## src/rtl/datapath_sequencer_if.sv

```systemverilog
// Control bundle between datapath_sequencer and the single-bus datapath.
// The step signal exists only when SEQ_SINGLE_STEP_EN is defined.
interface datapath_sequencer_if #(parameter int OPW = 5);
    logic            run;
    logic [31:0]     ir;
    logic            con_ff;
    logic            mem_ack;
`ifdef SEQ_SINGLE_STEP_EN
    logic            step;
`endif
    logic            mem_rd;
    logic            pc_out, zlo_out, zhi_out, mdr_out, c_out;
    logic            mar_in, pc_enable, pc_increment, mdr_enable, mdr_read, ir_enable;
    logic            y_enable, zlo_enable, zhi_enable, lo_enable, hi_enable, con_enable;
    logic            gra, grb, grc, r_in, r_out, ba_out;
    logic [OPW-1:0]  op_code;
    logic            halted;
    logic            fault;

    modport master (
`ifdef SEQ_SINGLE_STEP_EN
        input  step,
`endif
        input  run, ir, con_ff, mem_ack,
        output mem_rd, pc_out, zlo_out, zhi_out, mdr_out, c_out,
        output mar_in, pc_enable, pc_increment, mdr_enable, mdr_read, ir_enable,
        output y_enable, zlo_enable, zhi_enable, lo_enable, hi_enable, con_enable,
        output gra, grb, grc, r_in, r_out, ba_out, op_code, halted, fault
    );

    modport slave (
`ifdef SEQ_SINGLE_STEP_EN
        output step,
`endif
        output run, ir, con_ff, mem_ack,
        input  mem_rd, pc_out, zlo_out, zhi_out, mdr_out, c_out,
        input  mar_in, pc_enable, pc_increment, mdr_enable, mdr_read, ir_enable,
        input  y_enable, zlo_enable, zhi_enable, lo_enable, hi_enable, con_enable,
        input  gra, grb, grc, r_in, r_out, ba_out, op_code, halted, fault
    );
endinterface

```

## src/rtl/datapath_sequencer.sv

```systemverilog
// Hardwired fetch/decode/execute sequencer for the single-bus datapath.
// Optional single-step mode (STEP state, step input) under SEQ_SINGLE_STEP_EN.
module datapath_sequencer #(
    parameter int MEM_WAIT_MAX = 15,
    parameter int OPW          = 5
) (
    input logic                   clk,
    input logic                   clr,
    datapath_sequencer_if.master  bus
);
    localparam int CW = $clog2(MEM_WAIT_MAX + 1);

    typedef enum logic [3:0] {
        S_IDLE, S_T0, S_T1, S_T2, S_DEC, S_T3, S_T4, S_T5, S_T6, S_T7, S_HALT
`ifdef SEQ_SINGLE_STEP_EN
        , S_STEP
`endif
    } state_t;

    typedef enum logic [2:0] {C_ALU3, C_ALUI, C_MULDIV, C_LD, C_BR} cls_t;

    state_t          state;
    state_t          after_last;
    cls_t            cls;
    logic [4:0]      opc;
    logic [CW-1:0]   wait_cnt;
    logic            halted_q;
    logic            fault_q;
    logic            memw;

    assign memw = (state == S_T1) || (state == S_T6 && cls == C_LD);

    always_comb begin
`ifdef SEQ_SINGLE_STEP_EN
        after_last = S_STEP;
`else
        after_last = bus.run ? S_T0 : S_IDLE;
`endif
    end

    always_ff @(posedge clk) begin
        if (clr) begin
            state    <= S_IDLE;
            cls      <= C_ALU3;
            opc      <= '0;
            wait_cnt <= '0;
            halted_q <= 1'b0;
            fault_q  <= 1'b0;
        end else begin
            // counter only survives consecutive un-acked MEMW cycles
            wait_cnt <= '0;
            case (state)
                S_IDLE: if (bus.run) state <= S_T0;
                S_T0:   state <= S_T1;
                S_T1: begin
                    if (bus.mem_ack) begin
                        state <= S_T2;
                    end else if (wait_cnt == CW'(MEM_WAIT_MAX)) begin
                        state    <= S_HALT;
                        fault_q  <= 1'b1;
                        halted_q <= 1'b1;
                    end else begin
                        wait_cnt <= wait_cnt + CW'(1);
                    end
                end
                S_T2:   state <= S_DEC;
                S_DEC: begin
                    opc <= bus.ir[31:27];
                    case (bus.ir[31:27]) inside
                        [5'd0:5'd9]:   begin cls <= C_ALU3;   state <= S_T3; end
                        [5'd10:5'd12]: begin cls <= C_ALUI;   state <= S_T3; end
                        [5'd13:5'd14]: begin cls <= C_MULDIV; state <= S_T3; end
                        5'd15:         begin cls <= C_LD;     state <= S_T3; end
                        5'd18:         begin cls <= C_BR;     state <= S_T3; end
                        5'd30:         state <= after_last;
                        5'd31:         begin state <= S_HALT; halted_q <= 1'b1; end
                        default: begin
                            state    <= S_HALT;
                            fault_q  <= 1'b1;
                            halted_q <= 1'b1;
                        end
                    endcase
                end
                S_T3:   state <= S_T4;
                S_T4:   state <= S_T5;
                S_T5:   state <= (cls == C_ALU3 || cls == C_ALUI) ? after_last : S_T6;
                S_T6: begin
                    if (cls != C_LD) begin
                        state <= after_last;
                    end else if (bus.mem_ack) begin
                        state <= S_T7;
                    end else if (wait_cnt == CW'(MEM_WAIT_MAX)) begin
                        state    <= S_HALT;
                        fault_q  <= 1'b1;
                        halted_q <= 1'b1;
                    end else begin
                        wait_cnt <= wait_cnt + CW'(1);
                    end
                end
                S_T7:   state <= after_last;
                S_HALT: state <= S_HALT;
`ifdef SEQ_SINGLE_STEP_EN
                S_STEP: begin
                    if (!bus.run)     state <= S_IDLE;
                    else if (bus.step) state <= S_T0;
                end
`endif
                default: state <= S_IDLE;
            endcase
        end
    end

    always_comb begin
        bus.mem_rd       = memw;
        bus.mdr_read     = memw & bus.mem_ack;
        bus.mdr_enable   = memw & bus.mem_ack;
        bus.pc_out       = 1'b0;
        bus.zlo_out      = 1'b0;
        bus.zhi_out      = 1'b0;
        bus.mdr_out      = 1'b0;
        bus.c_out        = 1'b0;
        bus.mar_in       = 1'b0;
        bus.pc_enable    = 1'b0;
        bus.pc_increment = 1'b0;
        bus.ir_enable    = 1'b0;
        bus.y_enable     = 1'b0;
        bus.zlo_enable   = 1'b0;
        bus.zhi_enable   = 1'b0;
        bus.lo_enable    = 1'b0;
        bus.hi_enable    = 1'b0;
        bus.con_enable   = 1'b0;
        bus.gra          = 1'b0;
        bus.grb          = 1'b0;
        bus.grc          = 1'b0;
        bus.r_in         = 1'b0;
        bus.r_out        = 1'b0;
        bus.ba_out       = 1'b0;
        bus.op_code      = '0;
        case (state)
            S_T0: begin
                bus.pc_out = 1'b1; bus.mar_in = 1'b1; bus.pc_increment = 1'b1;
            end
            S_T2: begin
                bus.mdr_out = 1'b1; bus.ir_enable = 1'b1;
            end
            S_T3: begin
                bus.r_out    = (cls != C_BR);
                bus.y_enable = (cls != C_BR);
                bus.gra      = (cls == C_MULDIV) || (cls == C_BR);
                bus.grb      = (cls == C_ALU3) || (cls == C_ALUI) || (cls == C_LD);
                bus.ba_out   = (cls == C_LD);
                if (cls == C_BR) begin
                    bus.r_out = 1'b1; bus.con_enable = 1'b1;
                end
            end
            S_T4: begin
                case (cls)
                    C_ALU3:   begin bus.grc = 1'b1; bus.r_out = 1'b1; end
                    C_MULDIV: begin bus.grb = 1'b1; bus.r_out = 1'b1; bus.zhi_enable = 1'b1; end
                    C_BR:     begin bus.pc_out = 1'b1; bus.y_enable = 1'b1; end
                    default:  bus.c_out = 1'b1;
                endcase
                bus.zlo_enable = (cls != C_BR);
                if (cls == C_ALU3 || cls == C_ALUI || cls == C_MULDIV)
                    bus.op_code = OPW'(opc);
            end
            S_T5: begin
                case (cls)
                    C_MULDIV: begin bus.zlo_out = 1'b1; bus.lo_enable = 1'b1; end
                    C_LD:     begin bus.zlo_out = 1'b1; bus.mar_in = 1'b1; end
                    C_BR:     begin bus.c_out = 1'b1; bus.zlo_enable = 1'b1; end
                    default:  begin bus.zlo_out = 1'b1; bus.gra = 1'b1; bus.r_in = 1'b1; end
                endcase
            end
            S_T6: begin
                if (cls == C_MULDIV) begin
                    bus.zhi_out = 1'b1; bus.hi_enable = 1'b1;
                end else if (cls == C_BR && bus.con_ff) begin
                    bus.zlo_out = 1'b1; bus.pc_enable = 1'b1;
                end
            end
            S_T7: begin
                bus.mdr_out = 1'b1; bus.gra = 1'b1; bus.r_in = 1'b1;
            end
            default: ;
        endcase
    end

    assign bus.halted = halted_q;
    assign bus.fault  = fault_q;
endmodule

```

## src/flat_wrapper.sv

```systemverilog
// flat-port wrapper written by rule: the top's interface ports become plain ports
module datapath_sequencer_flat 
#(
    parameter int MEM_WAIT_MAX = 15,
    parameter int OPW          = 5
)
  (clk, clr, bus_run, bus_ir, bus_con_ff, bus_mem_ack, bus_mem_rd, bus_pc_out, bus_zlo_out, bus_zhi_out, bus_mdr_out, bus_c_out, bus_mar_in, bus_pc_enable, bus_pc_increment, bus_mdr_enable, bus_mdr_read, bus_ir_enable, bus_y_enable, bus_zlo_enable, bus_zhi_enable, bus_lo_enable, bus_hi_enable, bus_con_enable, bus_gra, bus_grb, bus_grc, bus_r_in, bus_r_out, bus_ba_out, bus_op_code, bus_halted, bus_fault);
  datapath_sequencer_if #(.OPW(OPW)) bus_i ();
  input logic clk;
  input logic clr;
  input wire logic [$bits(bus_i.run)-1:0] bus_run;
  input wire logic [$bits(bus_i.ir)-1:0] bus_ir;
  input wire logic [$bits(bus_i.con_ff)-1:0] bus_con_ff;
  input wire logic [$bits(bus_i.mem_ack)-1:0] bus_mem_ack;
  output wire logic [$bits(bus_i.mem_rd)-1:0] bus_mem_rd;
  output wire logic [$bits(bus_i.pc_out)-1:0] bus_pc_out;
  output wire logic [$bits(bus_i.zlo_out)-1:0] bus_zlo_out;
  output wire logic [$bits(bus_i.zhi_out)-1:0] bus_zhi_out;
  output wire logic [$bits(bus_i.mdr_out)-1:0] bus_mdr_out;
  output wire logic [$bits(bus_i.c_out)-1:0] bus_c_out;
  output wire logic [$bits(bus_i.mar_in)-1:0] bus_mar_in;
  output wire logic [$bits(bus_i.pc_enable)-1:0] bus_pc_enable;
  output wire logic [$bits(bus_i.pc_increment)-1:0] bus_pc_increment;
  output wire logic [$bits(bus_i.mdr_enable)-1:0] bus_mdr_enable;
  output wire logic [$bits(bus_i.mdr_read)-1:0] bus_mdr_read;
  output wire logic [$bits(bus_i.ir_enable)-1:0] bus_ir_enable;
  output wire logic [$bits(bus_i.y_enable)-1:0] bus_y_enable;
  output wire logic [$bits(bus_i.zlo_enable)-1:0] bus_zlo_enable;
  output wire logic [$bits(bus_i.zhi_enable)-1:0] bus_zhi_enable;
  output wire logic [$bits(bus_i.lo_enable)-1:0] bus_lo_enable;
  output wire logic [$bits(bus_i.hi_enable)-1:0] bus_hi_enable;
  output wire logic [$bits(bus_i.con_enable)-1:0] bus_con_enable;
  output wire logic [$bits(bus_i.gra)-1:0] bus_gra;
  output wire logic [$bits(bus_i.grb)-1:0] bus_grb;
  output wire logic [$bits(bus_i.grc)-1:0] bus_grc;
  output wire logic [$bits(bus_i.r_in)-1:0] bus_r_in;
  output wire logic [$bits(bus_i.r_out)-1:0] bus_r_out;
  output wire logic [$bits(bus_i.ba_out)-1:0] bus_ba_out;
  output wire logic [$bits(bus_i.op_code)-1:0] bus_op_code;
  output wire logic [$bits(bus_i.halted)-1:0] bus_halted;
  output wire logic [$bits(bus_i.fault)-1:0] bus_fault;
  assign bus_i.run = bus_run;
  assign bus_i.ir = bus_ir;
  assign bus_i.con_ff = bus_con_ff;
  assign bus_i.mem_ack = bus_mem_ack;
  assign bus_mem_rd = bus_i.mem_rd;
  assign bus_pc_out = bus_i.pc_out;
  assign bus_zlo_out = bus_i.zlo_out;
  assign bus_zhi_out = bus_i.zhi_out;
  assign bus_mdr_out = bus_i.mdr_out;
  assign bus_c_out = bus_i.c_out;
  assign bus_mar_in = bus_i.mar_in;
  assign bus_pc_enable = bus_i.pc_enable;
  assign bus_pc_increment = bus_i.pc_increment;
  assign bus_mdr_enable = bus_i.mdr_enable;
  assign bus_mdr_read = bus_i.mdr_read;
  assign bus_ir_enable = bus_i.ir_enable;
  assign bus_y_enable = bus_i.y_enable;
  assign bus_zlo_enable = bus_i.zlo_enable;
  assign bus_zhi_enable = bus_i.zhi_enable;
  assign bus_lo_enable = bus_i.lo_enable;
  assign bus_hi_enable = bus_i.hi_enable;
  assign bus_con_enable = bus_i.con_enable;
  assign bus_gra = bus_i.gra;
  assign bus_grb = bus_i.grb;
  assign bus_grc = bus_i.grc;
  assign bus_r_in = bus_i.r_in;
  assign bus_r_out = bus_i.r_out;
  assign bus_ba_out = bus_i.ba_out;
  assign bus_op_code = bus_i.op_code;
  assign bus_halted = bus_i.halted;
  assign bus_fault = bus_i.fault;
  datapath_sequencer #(.MEM_WAIT_MAX(MEM_WAIT_MAX), .OPW(OPW)) u_core (.clk(clk), .clr(clr), .bus(bus_i));
endmodule
```

## config.mk

```make
export PLATFORM = sky130hd
export DESIGN_NAME = datapath_sequencer_flat
export DESIGN_NICKNAME = d
export VERILOG_FILES = /design/src/rtl/datapath_sequencer_if.sv /design/src/rtl/datapath_sequencer.sv /design/src/flat_wrapper.sv
export SDC_FILE = /design/constraint.sdc
export NUM_CORES = 1
export LEC_CHECK = 0
export CAP_MARGIN = 20
export CORE_MARGIN = 2
export CORE_UTILIZATION = 40
export DETAILED_ROUTE_END_ITERATION = 7
export GPL_TIMING_DRIVEN = 0
export PLACE_DENSITY = 0.8
export SYNTH_ARGS = -nofsm -noshare
export SYNTH_HDL_FRONTEND = slang
export SYNTH_SLANG_ARGS = --single-unit
```

## constraint.sdc

```tcl
create_clock -name clk -period 1.9 [get_ports clk]
set_input_delay 0.38 -clock clk [delete_from_list [all_inputs] [get_ports clk]]
set_output_delay 0.38 -clock clk [all_outputs]
set_load 0.02 [all_outputs]
```

Yosys cells after proc, flatten, opt, wreduce, memory -nomap -nowiden
Index checks and enable logic that the tools add are counted.
- register bits: 18
- bits in latches: 0
- memory bits (writable): 0
- ROM bits: 0
- bits of input ports: 37
- output and inout bits: 31
- memories kept: 0
- add/sub/neg operators: 1
- $mul: 0
- div/mod/pow operators: 0
- $lt $le $gt $ge: 6
- eq/ne operators: 30
- shift operators: 0
- mux-type cells: 77
- bitwise gates (word level): 1
- reduce and logical (&&, ||, !) cells: 21
- operators with widths (cell ; count):
    two-way mux 4 bit ; 15
    case mux 4 bit (11 select lines) ; 1
    two-way mux 1 bit ; 41
    inequality test 2 bit, second input constant ; 9
    case mux 1 bit (2 select lines) ; 9
    equality test 4 x 3 -> 1 bit, second input constant ; 4
    equality test 4 bit, second input constant ; 4
    equality test 5 bit, second input constant ; 3
    <= comparator 5 x 4 -> 1 bit, second input constant ; 3
    two-way mux 3 bit ; 5
    >= comparator 5 x 4 -> 1 bit, second input constant ; 2
    two-way mux 5 bit ; 2
    case mux 1 bit (3 select lines) ; 3
    AND reduction 9 bit ; 1
    equality test 4 x 2 -> 1 bit, second input constant ; 2
    case mux 4 bit (2 select lines) ; 1
    AND reduction 8 bit ; 1
    equality test 3 x 2 -> 1 bit, second input constant ; 2
    OR reduction 3 bit ; 2
    equality test 5 x 4 -> 1 bit, second input constant ; 1
    >= comparator 5 x 1 -> 1 bit, second input constant ; 1
    logical AND 1 bit ; 5
    logical OR 1 bit ; 5
    nonzero test 5 bit ; 1
    other kinds (12) ; 13

Logic depth before layout (Yosys ltp)
- depth in word-level cells: 9
- mapped depth: 6

Worst setup path before layout
OpenSTA, ideal clock, no wires.
- path type: register to output
- start: register u_core.state[1]
- end: output port bus_mdr_read
- arrival: 1554 ps
- required time: 1520 ps
- setup slack: -34 ps
- cell stages (with the launch flop): 6
- path buffers: 2
- path through: dfxtp_1 buf_6 nor4b_4 a22oi_4 nor2b_1 buf_4
- longest elaborated chain between the ends: 4
- elaborated cells between the ends (all ways): 5
- those cells by class: eq/ne: 2; bitwise: 1; reduce/logical: 2
- RTL lines (item ; RTL line ; source):
    start: declaration ; datapath_sequencer.sv:22 ; state_t state;
    start signal: assignment ; datapath_sequencer.sv:75 ; 5'd30: state <= after_last;
    start signal: assignment ; datapath_sequencer.sv:86 ; S_T5: state <= (cls == C_ALU3 || cls == C_ALUI) ? after_last : S_T6;
    start signal: assignment ; datapath_sequencer.sv:89 ; state <= after_last;
    equality test 4 bit ; datapath_sequencer.sv:31 ; assign memw = (state == S_T1) || (state == S_T6 && cls == C_LD);
    logical AND 1 bit ; datapath_sequencer.sv:31 ;
    logical OR 1 bit (*) ; datapath_sequencer.sv:31 ;
    bitwise AND 1 bit (*) ; - ;
    end: declaration ; flat_wrapper.sv:25 ; output wire logic [$bits(bus_i.mdr_read)-1:0] bus_mdr_read;
Every way passes the cells marked *; elsewhere a longest branch is shown, timed or not.

Final worst setup path
- start: register u_core.state[1]
- end: output port bus_mdr_read
- longest elaborated chain between the ends: 4
- elaborated cells between the ends (all ways): 5
- those cells by class: eq/ne: 2; bitwise: 1; reduce/logical: 2
- RTL lines (item ; RTL line ; source):
    equality test 4 bit ; datapath_sequencer.sv:31 ;
    logical AND 1 bit ; datapath_sequencer.sv:31 ;
    logical OR 1 bit (*) ; datapath_sequencer.sv:31 ;
    bitwise AND 1 bit (*) ; datapath_sequencer.sv:115 ; bus.mdr_read = memw & bus.mem_ack;
Marks and branches as above.

==> flow_summary_export.csv <==
group,metric,value,unit
layout,syn_to_final_growth,67.31,%
critical_path,cp_slowest_cell,"dfxtp_2",
outcome,outcome,"finished with violations",
synthesis,synth_nets,226,
detailed_routing,post-route-drc-count,0,
timing,slew-limit-headroom,0.6144,
clock_tree,cts_tree,"yes",
critical_path,worstReg2RegStart,"u_core.state[1]",
floorplanning,std_cell_rows,21,
timing,setup_violations,22,
critical_path,critPathMaxFanout,4,
clock_tree,root_buffer,"clkbuf_4",
critical_path,worst-path-buf-inv,5,
synthesis,yosysUniqueCellTypes,43,
global_route,track_usage,0.1965,
clock_tree,cts.htree.levels,1,
critical_path,worstPathRequired,1.52,ns
clock_tree,numCtsBuffers,3,
placement,port-buffer-count,39,
placement,gp_routability_congestion,0.8879,
synthesis,synth_edf_count,0,
synthesis,syn_avg_cell_area,7.188,um2
timing,timing.fmax,471.9,MHz
global_route,grt_pass1_vias,1382,
layout,nets,293,
detailed_routing,viasPerCell,5.381,
floorplanning,start_util,0.4114,
clock_tree,clk_pin_slew_worst_paths,0.10,ns
critical_path,critPathLaunchType,"register",
synthesis,synth.top_cell.area_share,0.2667,
timing,fin_crit_sh,1.115,
detailed_routing,first_pass_iters,4,
global_route,antenna_found_initial,0,
hold_path,hold_class,"register to register",
detailed_routing,drt_iter0_markers,64,
synthesis,netlist_area,1351,um2
critical_path,timing.rr.end,"u_core.state[0]",
timing,final-hold-violation-count,0,
synthesis,synth_area_leader_cell,"dfxtp_1",
timing,slew_viol_final,0,
clock_tree,clock_sinks,18,
layout,final_util,0.6884,
pwr,p_sw_frac,0.3263,
detailed_routing,post_drt_wl_per_cell,13.94,um
pwr,intPower,607.0,uW
pwr,p_sw,294.0,uW
synthesis,synthFlopType,"dfxtp_1",
floorplanning,ios,68,
critical_path,reg2regPathDepth,8,
global_route,grt_pass1_wl,6.258,mm
critical_path,crit_end,"bus_mdr_read",
clock_tree,cts_buffer_depth,2,
detailed_routing,drt-total-wl,4.168,mm
placement,dp_cells,273,
timing,fin_crit,2.119,ns
layout,n_antenna_cell,0,
critical_path,worstSetupStartpoint,"u_core.state[1]",
synthesis,synth_seq_area_share,0.2667,
floorplanning,die_h,62.12,um
floorplanning,die_w,62.12,um
pwr,p_seq_frac,0.431,
clock_tree,clk_latency,0.30,ns
critical_path,r2r_setup_slack,-0.02,ns
pwr,power_frac_comb,0.353,
job,cap_violations,0,
critical_path,cp.depth,8,
critical_path,crit_family,"buffers and inverters",
synthesis,async_flop_share,0,
critical_path,arrival,1.74,ns
pwr,pwr-share-clk,0.217,
global_route,grt_max_degree,11,
critical_path,path_cells,"buf_6 -> and2b_4 -> buf_4 -> buf_12 -> a22oi_4 -> nor2b_4 -> buf_4 -> buf_6",
synthesis,synth_area_leaders,"dfxtp_1 (27%), nand2_1 (6.4%), nor2_1 (6.1%), a21oi_1 (5.6%), o21ai_0 (4.4%)",
timing,worst_slew_pin_slew,0.5759,ns
timing,rsz0062_at_grt,"yes",
synthesis,synth-seq-cells,18,
critical_path,max_stage_delay,0.33,ns
critical_path,worst-setup-path-type,"register to output port",
global_route,gr-total-overflow,0,
timing,fin_ws,-0.2191,ns
floorplanning,dieArea,3859,um2
critical_path,worstSetupEndpointType,"output port",
outcome,violations,"setup timing",
timing,fin_skew,0.003729,ns
layout,instances_no_fill,299,
detailed_routing,num_vias,1609,
pwr,p_per_area,398.5,nW/um2
synthesis,ys_warn_count,0,
layout,layout-drive-gt1-share,0.4506,
floorplanning,core,3284,um2
pwr,p_leak,0.0009348,uW
detailed_routing,antenna_left,0,
synthesis,synthCells,188,
pwr,ir_worst_vdd,378.6,uV
placement,dp_hpwl,2.529,mm
## power groups by stage
stage	Clock (uW)	Sequential, uW	Combinational [uW]
after CTS	200	387	260
final	195	388	318
after global routing	212	389	340
after global placement	0	396	227
after detailed placement	0	396	229
after floorplan	0	396	148
## metrics by stage
step | setup WS (ns) | total power (uW) | setup TNS, ns | hold slack (ns) | cell area [um2]
CTS | -0.1994 | 846.7 | -1.419 | 0.4585 | 2011
floorplan | 0.06625 | 544.5 | 0 | 0.4179 | 1354
global placement | -0.6996 | 623.1 | -10.65 | 0.4359 | 1802
detailed placement | -0.6895 | 625.7 | -10.64 | 0.4432 | 1802
finish | -0.2191 | 901.0 | -2.363 | 0.4524 | 2261
global route | -0.2879 | 941.1 | -4.039 | 0.4834 | 2261
## state kept, by name, indices dropped and copies added (netlist names)
register,flops
u_core.opc,5
u_core.bus.fault,1
u_core.state,4
u_core.bus.halted,1
u_core.wait_cnt,4
u_core.cls,3
## Yosys cell counts (4+ instances only)
master	instances
clkbuf_1	5
nor3_1	5
nor2b_1	6
nor2_1	22
nand2_1	23
xnor2_1	4
nand2b_1	5
and3_1	5
a31oi_1	5
dfxtp_1	18
a21oi_1	15
and2_1	6
nand3_1	8
o21ai_0	12
o21a_1	4
inv_1	6
buf_2	5
## timing repair
item,4_1_cts,5_1_grt
pin swaps,12,13
resized for setup,187,53
buffers inserted,12,13
endpoints found under the setup margin,29,28
hold buffers,0,0
## routing by layer
layer | vias to the layer above | track usage | routed length [um]
met3 | 10 | 0.03442 | 270
met4 | 0 | 0.09444 | 95
li1 | 788 | - | -
met2 | 58 | 0.3519 | 2088
met1 | 753 | 0.2260 | 1714
met5 | - | 0 | 0
## area by class of cell
class | instances | area, um2
plain buffers | 12 | 116.4
fillers | 280 | 1023
well taps | 46 | 57.56
inverters | 6 | 26.28
clock buffers | 3 | 22.52
multi-input cells | 150 | 1090
repair buffers | 64 | 575.6
flip-flops and latches | 18 | 372.9
## worst min path at each step
stage,startpoint,to,slack [ns],cells past startpoint
after floorplan,u_core.wait_cnt[0],u_core.wait_cnt[0],0.42,1
after global placement,u_core.wait_cnt[0],u_core.wait_cnt[0],0.44,1
after detailed placement,u_core.wait_cnt[0],u_core.wait_cnt[0],0.44,1
after CTS,u_core.wait_cnt[0],u_core.wait_cnt[0],0.46,1
after global routing,u_core.opc[4],u_core.opc[4],0.48,2
final,u_core.wait_cnt[0],u_core.wait_cnt[0],0.45,1
## worst reg2reg max path, stage by stage, from the launching register on
cell      delay, ns
dfxtp_2        0.33
buf_6          0.12
buf_4          0.15
buf_4          0.15
nor4b_4        0.55
nand3_1        0.17
o221ai_2       0.16
a21oi_1        0.09
a21oi_1        0.14
## kinds of logic (layout without fill, tap and decap cells)
group                      after synthesis  after routing  share of synthesized area
AOI/OAI and AO/OA                       49             49                     0.2352
DFF                                     18             18                     0.2667
buffers and inverters                   20             85                    0.07407
and+or+nand+nor                         95             95                     0.3824
adders and majority gates                1              1                   0.009258
xor gates and xnor gates                 5              5                    0.03241
## layout by cell type, fill, tap and decap left out, drive strengths merged, types with 2 or more instances in the layout
master	n
buf	62
nand2	23
nor2	22
dfxtp	18
a21oi	15
o21ai	12
clkdlybuf4s50	10
nand3	8
clkbuf	7
and2	6
nor2b	6
nor3	6
a31oi	5
inv	5
nand2b	5
and3	5
o21a	4
xnor2	4
nor4	4
nor4b	2
a21o	2
a211oi	2
or2	2
(Power assumes the default switching activity.)
